--- src/rtl/seq_divider_restoring_if.sv ---
// Start/busy/done handshake bundle for the restoring divider.
// master drives operands and start, slave returns results.
interface seq_divider_restoring_if #(
  parameter int WIDTH = 4
);
  logic             start;
  logic [WIDTH-1:0] dividend;
  logic [WIDTH-1:0] divisor;
  logic [WIDTH-1:0] quotient;
  logic [WIDTH-1:0] remainder;
  logic             busy;
  logic             done;
  logic             div_by_zero;

  modport master (
    output start,
    output dividend,
    output divisor,
    input  quotient,
    input  remainder,
    input  busy,
    input  done,
    input  div_by_zero
  );

  modport slave (
    input  start,
    input  dividend,
    input  divisor,
    output quotient,
    output remainder,
    output busy,
    output done,
    output div_by_zero
  );
endinterface

--- src/rtl/seq_divider_restoring.sv ---
// Sequential unsigned restoring divider, one quotient bit per clock.
// Results and div_by_zero are held until the next accepted start.
module seq_divider_restoring #(
  parameter int WIDTH = 4
) (
  input logic                    clk,
  input logic                    rst_n,
  seq_divider_restoring_if.slave bus
);
  localparam int CW = $clog2(WIDTH + 1);
  localparam logic [CW-1:0] LAST = CW'(WIDTH - 1);

  typedef enum logic [1:0] {
    IDLE,
    CALC,
    DZERO,
    DONE
  } state_e;

  state_e           state_q;
  logic [CW-1:0]    cnt_q;
  logic [WIDTH-1:0] p_q;
  logic [WIDTH-1:0] q_q;
  logic [WIDTH-1:0] dvs_q;
  logic [WIDTH-1:0] quo_q;
  logic [WIDTH-1:0] rem_q;
  logic             busy_q;
  logic             done_q;
  logic             dbz_q;

  logic [WIDTH:0]   shifted;
  logic [WIDTH:0]   trial;
  logic [WIDTH-1:0] p_d;
  logic [WIDTH-1:0] q_d;

  // P stays below the divisor, so its top bit is always 0 and
  // only WIDTH bits are stored; the extra bit lives in shifted.
  always_comb begin
    shifted = {p_q, q_q[WIDTH-1]};
    trial   = shifted - {1'b0, dvs_q};
    p_d     = shifted[WIDTH-1:0];
    q_d     = {q_q[WIDTH-2:0], 1'b0};
    if (!trial[WIDTH]) begin
      p_d = trial[WIDTH-1:0];
      q_d = {q_q[WIDTH-2:0], 1'b1};
    end
  end

  always_ff @(posedge clk or negedge rst_n) begin
    if (!rst_n) begin
      state_q <= IDLE;
      cnt_q   <= '0;
      p_q     <= '0;
      q_q     <= '0;
      dvs_q   <= '0;
      quo_q   <= '0;
      rem_q   <= '0;
      busy_q  <= 1'b0;
      done_q  <= 1'b0;
      dbz_q   <= 1'b0;
    end else begin
      unique case (state_q)
        IDLE: begin
          done_q <= 1'b0;
          if (bus.start) begin
            q_q    <= bus.dividend;
            dvs_q  <= bus.divisor;
            p_q    <= '0;
            cnt_q  <= '0;
            busy_q <= 1'b1;
            dbz_q  <= 1'b0;
            state_q <= (bus.divisor == '0) ? DZERO : CALC;
          end
        end
        CALC: begin
          p_q   <= p_d;
          q_q   <= q_d;
          cnt_q <= cnt_q + 1'b1;
          if (cnt_q == LAST) begin
            quo_q   <= q_d;
            rem_q   <= p_d;
            done_q  <= 1'b1;
            busy_q  <= 1'b0;
            state_q <= DONE;
          end
        end
        DZERO: begin
          // q_q still holds the untouched dividend here
          quo_q   <= '1;
          rem_q   <= q_q;
          dbz_q   <= 1'b1;
          done_q  <= 1'b1;
          busy_q  <= 1'b0;
          state_q <= DONE;
        end
        DONE: begin
          done_q  <= 1'b0;
          state_q <= IDLE;
        end
        default: state_q <= IDLE;
      endcase
    end
  end

  assign bus.quotient    = quo_q;
  assign bus.remainder   = rem_q;
  assign bus.busy        = busy_q;
  assign bus.done        = done_q;
  assign bus.div_by_zero = dbz_q;
endmodule

--- src/flat_wrapper.sv ---
// flat-port wrapper written by rule: the top's interface ports become plain ports
module seq_divider_restoring_flat 
#(
  parameter int WIDTH = 4
)
  (clk, rst_n, bus_start, bus_dividend, bus_divisor, bus_quotient, bus_remainder, bus_busy, bus_done, bus_div_by_zero);
  seq_divider_restoring_if #(.WIDTH(WIDTH)) bus_i ();
  input logic clk;
  input logic rst_n;
  input wire logic [$bits(bus_i.start)-1:0] bus_start;
  input wire logic [$bits(bus_i.dividend)-1:0] bus_dividend;
  input wire logic [$bits(bus_i.divisor)-1:0] bus_divisor;
  output wire logic [$bits(bus_i.quotient)-1:0] bus_quotient;
  output wire logic [$bits(bus_i.remainder)-1:0] bus_remainder;
  output wire logic [$bits(bus_i.busy)-1:0] bus_busy;
  output wire logic [$bits(bus_i.done)-1:0] bus_done;
  output wire logic [$bits(bus_i.div_by_zero)-1:0] bus_div_by_zero;
  assign bus_i.start = bus_start;
  assign bus_i.dividend = bus_dividend;
  assign bus_i.divisor = bus_divisor;
  assign bus_quotient = bus_i.quotient;
  assign bus_remainder = bus_i.remainder;
  assign bus_busy = bus_i.busy;
  assign bus_done = bus_i.done;
  assign bus_div_by_zero = bus_i.div_by_zero;
  seq_divider_restoring #(.WIDTH(WIDTH)) u_core (.clk(clk), .rst_n(rst_n), .bus(bus_i));
endmodule
--- config.mk ---
export PLATFORM = sky130hd
export DESIGN_NAME = seq_divider_restoring_flat
export DESIGN_NICKNAME = d
export VERILOG_FILES = /design/src/rtl/seq_divider_restoring_if.sv /design/src/rtl/seq_divider_restoring.sv /design/src/flat_wrapper.sv
export SDC_FILE = /design/constraint.sdc
export NUM_CORES = 1
export LEC_CHECK = 0
export ABC_AREA = 1
export BUFFER_PORTS_ARGS = -buffer_cell sky130_fd_sc_hd__buf_4
export CORE_MARGIN = 2
export CORE_UTILIZATION = 45
export CTS_CLUSTER_DIAMETER = 80
export DETAILED_ROUTE_END_ITERATION = 16
export PLACE_DENSITY = 0.64
export SLEW_MARGIN = 30
export SYNTH_ARGS = -nofsm -noshare
export SYNTH_HDL_FRONTEND = slang
export SYNTH_SLANG_ARGS = --single-unit
--- constraint.sdc ---
create_clock -name clk -period 5.1 [get_ports clk]
set_clock_uncertainty 0.05 [all_clocks]
set_input_delay 0.51 -clock clk [delete_from_list [all_inputs] [get_ports clk]]
set_output_delay 0.51 -clock clk [all_outputs]
set_load 0.02 [all_outputs]
==> Word-level counts from Yosys, hierarchy flattened <==
Cells that the tools add are included.
Widths: inputs -> output; s select.
{ "word_totals": {"regBits": 28, "output_inout_bits": 11, "wordCells": 54} }
{ "op_classes": {"add_sub_neg": 2, "eq_ne": 6, "n_mux": 23, "reduce_logical": 13} }
{ "op_table": {"columns": ["op", "count"], "rows": [
  ["$pmux 4 s2", 4],
  ["$mux 4", 5],
  ["$reduce_and 2->1", 5],
  ["$pmux 2 s4", 1],
  ["$mux 2", 3],
  ["$pmux 1 s3", 2],
  ["$pmux 3 s2", 1],
  ["$reduce_bool 2->1", 3],
  ["$mux 1", 5],
  ["$sub 5x4->5", 1],
  ["$eq 2x2->1 const B", 2],
  ["$logic_not 4->1", 1],
  ["$add 3x1->3 const B", 1],
  ["$eq 3x2->1 const B", 1],
  ["$mux 3", 1],
  ["$reduce_and 3->1", 1],
  ["$reduce_bool 3->1", 1],
  ["$eq 2x1->1 const B", 1],
  ["$logic_not 2->1", 1],
  ["$ne 2x1->1 const B", 1],
  ["$ne 2x2->1 const B", 1],
  ["$pmux 1 s2", 1],
  ["$reduce_or 2->1", 1]
]} }

==> Depth between registers and ports, before layout <==
{ "depth": {"ltp_word": 4, "depth_mapped": 12} }

==> Worst setup path before layout <==
No wires, ideal clock.
{ "synth_timing": {"path_type": "flip-flop to flip-flop", "startpoint": "register u_core.dvs_q[0]", "endpoint": "register u_core.p_q[3]", "arrival_ns": 1.584, "t_required_ns": 4.920, "path_slack_ns": 3.336, "path_stages_with_launch": 11, "path_buffers": 0, "synth_period_minus_slack_ns": 1.764, "path_cell_list": "dfrtp_1 ha_1 fa_1 inv_1 nand3_1 nand3_1 nand2_2 nand2_1 nand2_1 nand2_1 o21ai_0"} }
{ "synth_via": {"elab_chain_cells": 3} }
{ "synth_rtl": {"columns": ["item", "line", "source"], "rows": [
  ["from (decl)", "seq_divider_restoring.sv:24", "logic [WIDTH-1:0] dvs_q;"],
  ["from (signal assigned)", "seq_divider_restoring.sv:67", "dvs_q <= bus.divisor;"],
  ["$sub 5x4->5", "seq_divider_restoring.sv:40", "trial = shifted - {1'b0, dvs_q};"],
  ["$mux 4", "seq_divider_restoring.sv:43", "if (!trial[WIDTH]) begin"],
  ["$pmux 4 s2", "seq_divider_restoring.sv:62", "unique case (state_q)"],
  ["to (signal assigned)", "seq_divider_restoring.sv:76", "p_q <= p_d;"],
  ["to (decl)", "seq_divider_restoring.sv:22", "logic [WIDTH-1:0] p_q;"]
]} }
Every way passes these cells.
A chain may end at the register's enable or synchronous reset.

==> Worst setup path in the final report <==
{ "layout_timing": {"startpoint": "register u_core.q_q[3]", "endpoint": "register u_core.p_q[3]"} }
{ "layout_via": {"elab_chain_cells": 3} }
{ "layout_rtl": {"columns": ["item", "line", "source"], "rows": [
  ["from (decl)", "seq_divider_restoring.sv:23", "logic [WIDTH-1:0] q_q;"],
  ["from (signal assigned)", "seq_divider_restoring.sv:66", "q_q <= bus.dividend;"],
  ["from (signal assigned)", "seq_divider_restoring.sv:77", "q_q <= q_d;"],
  ["$sub 5x4->5", "seq_divider_restoring.sv:40", null],
  ["$mux 4", "seq_divider_restoring.sv:43", null],
  ["$pmux 4 s2", "seq_divider_restoring.sv:62", null]
]} }
Every way passes these cells.

==> impl_metrics.json <==
{
  "num_rows": 20,
  "slowest_delay_ns": 0.41,
  "core-area_mm2": 0.003128,
  "syn2layout_area_growth_pct": 17.64,
  "synth_seq_cells": 28,
  "synthCells": 183,
  "port_buffers": 21,
  "ir_drop_v": 0.0003996,
  "max_slew_margin_pct": 73.36,
  "grt_max_degree": 29,
  "hold_viol": 0,
  "diodes": 0,
  "slowest_stage": "fa_1",
  "yosysSeqAreaShare_pct": 46.59,
  "fin_crit_sh_pct": 38.55,
  "post_drt_wl_per_cell_um": 12.32,
  "crit_type": "flip-flop to flip-flop",
  "reg2regPathDepth": 11,
  "ys_types": 25,
  "tns_ns": 0,
  "rsz0062_at_grt": "false",
  "drt_iter0_markers": 43,
  "routed_wl_mm": 3.105,
  "cts.sinks": 28,
  "path_cells": "inv_1 -> ha_1 -> fa_1 -> inv_1 -> nand3_1 -> nand3_1 -> nand2_2 -> nand2_1 -> nand2_1 -> nand2_1 -> o21ai_0",
  "grt_first_pass_wirelength_mm": 5.354,
  "clkLatencyLatePin_ns": 0.32,
  "hold_path.class": "input pin to asynchronous set/reset pin",
  "dp_slack_ns": 3.160,
  "antenna_left": 0,
  "io_pins": 22,
  "vias_per_cell": 5.060,
  "worst_setup_hold_path_clk_slew_ns": 0.15,
  "drv_slew": 0,
  "r2r_slack_ns": 3.13,
  "dp_hpwl_mm": 2.377,
  "p_per_area_mw_per_mm2": 754.7,
  "cts-resized-gates": 0,
  "worstPathArrival_ns": 2.13,
  "critPathCaptureType": "flip-flop",
  "first_pass_iters": 5,
  "muxShareOfSynthArea_pct": 0.7488,
  "syn_avg_cell_area_um2": 8.218,
  "cts_tree": "done",
  "final_cell_mix": "nand2_1, inv_1, dfrtp_1",
  "drv_cap": 0,
  "clock.fmax_mhz": 508.7,
  "ys_warn_count": 0,
  "grt_pass1_vias": 1266,
  "layout_commonest_cell": "nand2_1",
  "crit_family": "adder cells",
  "crit_required_ns": 5.27,
  "path_common_cell": "nand2_1",
  "finalSetupViolCount": 0,
  "cts_max_level": 1,
  "cts-root-buf": "clkbuf_4",
  "die-area_mm2": 0.003820,
  "dieHeight_um": 61.81,
  "r2r-end": "u_core.p_q[3]",
  "antenna_found_initial": 0,
  "numCtsBuffers": 3,
  "min_period_ns": 1.966,
  "synth_xor_area_share_pct": 0.5824,
  "initial_core_util_pct": 48.08,
  "drive_gt1_share_pct": 16.83,
  "rr_startpoint": "u_core.q_q[3]",
  "synth-simple-area-share_pct": 21.55,
  "critPathBufInv": 2,
  "cts.hold.buffers_added": 0,
  "critPathLaunchType": "flip-flop",
  "outcome": "finished, final reports clean",
  "gp_congestion": 0.8737,
  "synth_top_family_by_area": "simple AND/OR/NAND/NOR gates",
  "gr-usage-all-layers_pct": 19.20,
  "cts_setup_buffers": 0,
  "syn_nets": 204,
  "clockBufferDepth": 2,
  "grt-ovfl-total": 0,
  "crit_path_max_fanout": 6,
  "drc_errors": 0,
  "timing.final.ws_setup_ns": 3.134,
  "worstMarginPinSlew_ns": 0.3996,
  "synthAdderAreaFrac_pct": 8.819,
  "leakage_nw": 0.9601,
  "nets": 230,
  "synth_compound_area_share_pct": 13.48,
  "dr_total_vias": 1275,
  "die_x_um": 61.81,
  "synth_area_mm2": 0.001504
}
[worst max path at each step]
stage | startpoint | to | slack [ns] | depth (start not counted)
2_1_floorplan | u_core.dvs_q[0] | u_core.p_q[3] | 3.34 | 10
3_3_place_gp | u_core.q_q[3] | u_core.p_q[3] | 3.24 | 11
3_5_place_dp | u_core.q_q[3] | u_core.p_q[3] | 3.16 | 11
4_1_cts | u_core.q_q[3] | u_core.p_q[3] | 3.14 | 11
5_1_grt | u_core.q_q[3] | u_core.p_q[3] | 2.96 | 11
6_report | u_core.q_q[3] | u_core.p_q[3] | 3.13 | 11
[synthesized netlist by cell type]
| cell type | number | area [µm²] |
|---|---|---|
| mux2_2 | 1 | 11.26 |
| nand2_2 | 1 | 6.260 |
| nand2_4 | 1 | 11.26 |
| nand4_1 | 1 | 6.260 |
| or2_0 | 1 | 6.260 |
| o21ai_2 | 1 | 8.760 |
| o21ai_0 | 15 | 75.07 |
| fa_1 | 1 | 20.02 |
| dfrtp_1 | 28 | 700.7 |
| a31oi_1 | 1 | 6.260 |
| inv_1 | 30 | 112.6 |
| o21ai_4 | 1 | 16.27 |
| xnor2_1 | 1 | 8.760 |
| inv_2 | 3 | 11.26 |
| o22ai_1 | 4 | 25.02 |
| and2_1 | 1 | 6.260 |
| nor2_2 | 1 | 6.260 |
| nand2_1 | 50 | 187.7 |
| a22oi_1 | 1 | 7.510 |
| nand3_2 | 1 | 10.01 |
| nor2_1 | 5 | 18.77 |
| a22o_1 | 1 | 8.760 |
| a21oi_1 | 11 | 55.05 |
| nand3_1 | 13 | 65.06 |
| ha_1 | 9 | 112.6 |
[routing by layer]
| layer | global-route usage (%) | part of all wire (%) |
|---|---|---|
| met1 | 23.14 | 46 |
| met2 | 34.59 | 50 |
| met3 | 2.899 | 4.3 |
| met4 | 6.991 | 0.48 |
| met5 | 0 | 0 |
[where the power goes]
part / internal [mW] / switching (mW)
clock: 0.0795 / 0.0653
sequential: 0.329 / 0.0566
combinational: 0.299 / 0.506
total: 0.707 / 0.628
[area by class of cell]
type / instances / area (µm²)
Clock buffer: 3 / 22.52
Timing Repair Buffer: 21 / 157.7
Multi-Input combinational cell: 122 / 679.4
Tap cell: 44 / 55.05
Fill cell: 288 / 1359
Sequential cell: 28 / 700.7
Inverter: 33 / 123.9
Clock inverter: 1 / 30.03
[cell families after synthesis]
kind of cell,Yosys count
fa+ha+maj,10
compound gates,35
buf+inv,33
flops,28
xor+xnor,1
simple gates,75
mux,1
[metrics by stage]
step	utilization [%]	cells	total power, mW	hold WS [ns]	area, µm²
floorplan	-	183	0.9738	0.1644	1504
global placement	54.88	248	1.167	0.3953	1717
detailed placement	54.88	248	1.193	0.4013	1717
CTS	56.56	252	1.343	0.02255	1769
global route	56.56	252	1.474	0.02120	1769
finish	56.56	252	1.335	0.02225	1769
[registers in the layout, summed over array words and instances, names as in the netlist]
name and cells:
u_core.p_q 4, u_core.bus.div_by_zero 1, u_core.state_q 2, u_core.bus.quotient 4, u_core.q_q 4, u_core.bus.remainder 4, u_core.bus.done 1, u_core.cnt_q 3
u_core.dvs_q 4, u_core.bus.busy 1
[worst register-to-register path: stages, from the launching register on]
cell	delay, ns
dfrtp_1	0.38
inv_1	0.07
ha_1	0.21
fa_1	0.41
inv_1	0.09
nand3_1	0.06
nand3_1	0.17
nand2_2	0.12
nand2_1	0.11
nand2_1	0.05
nand2_1	0.05
o21ai_0	0.08
Power figures use the tool's default switching activity.
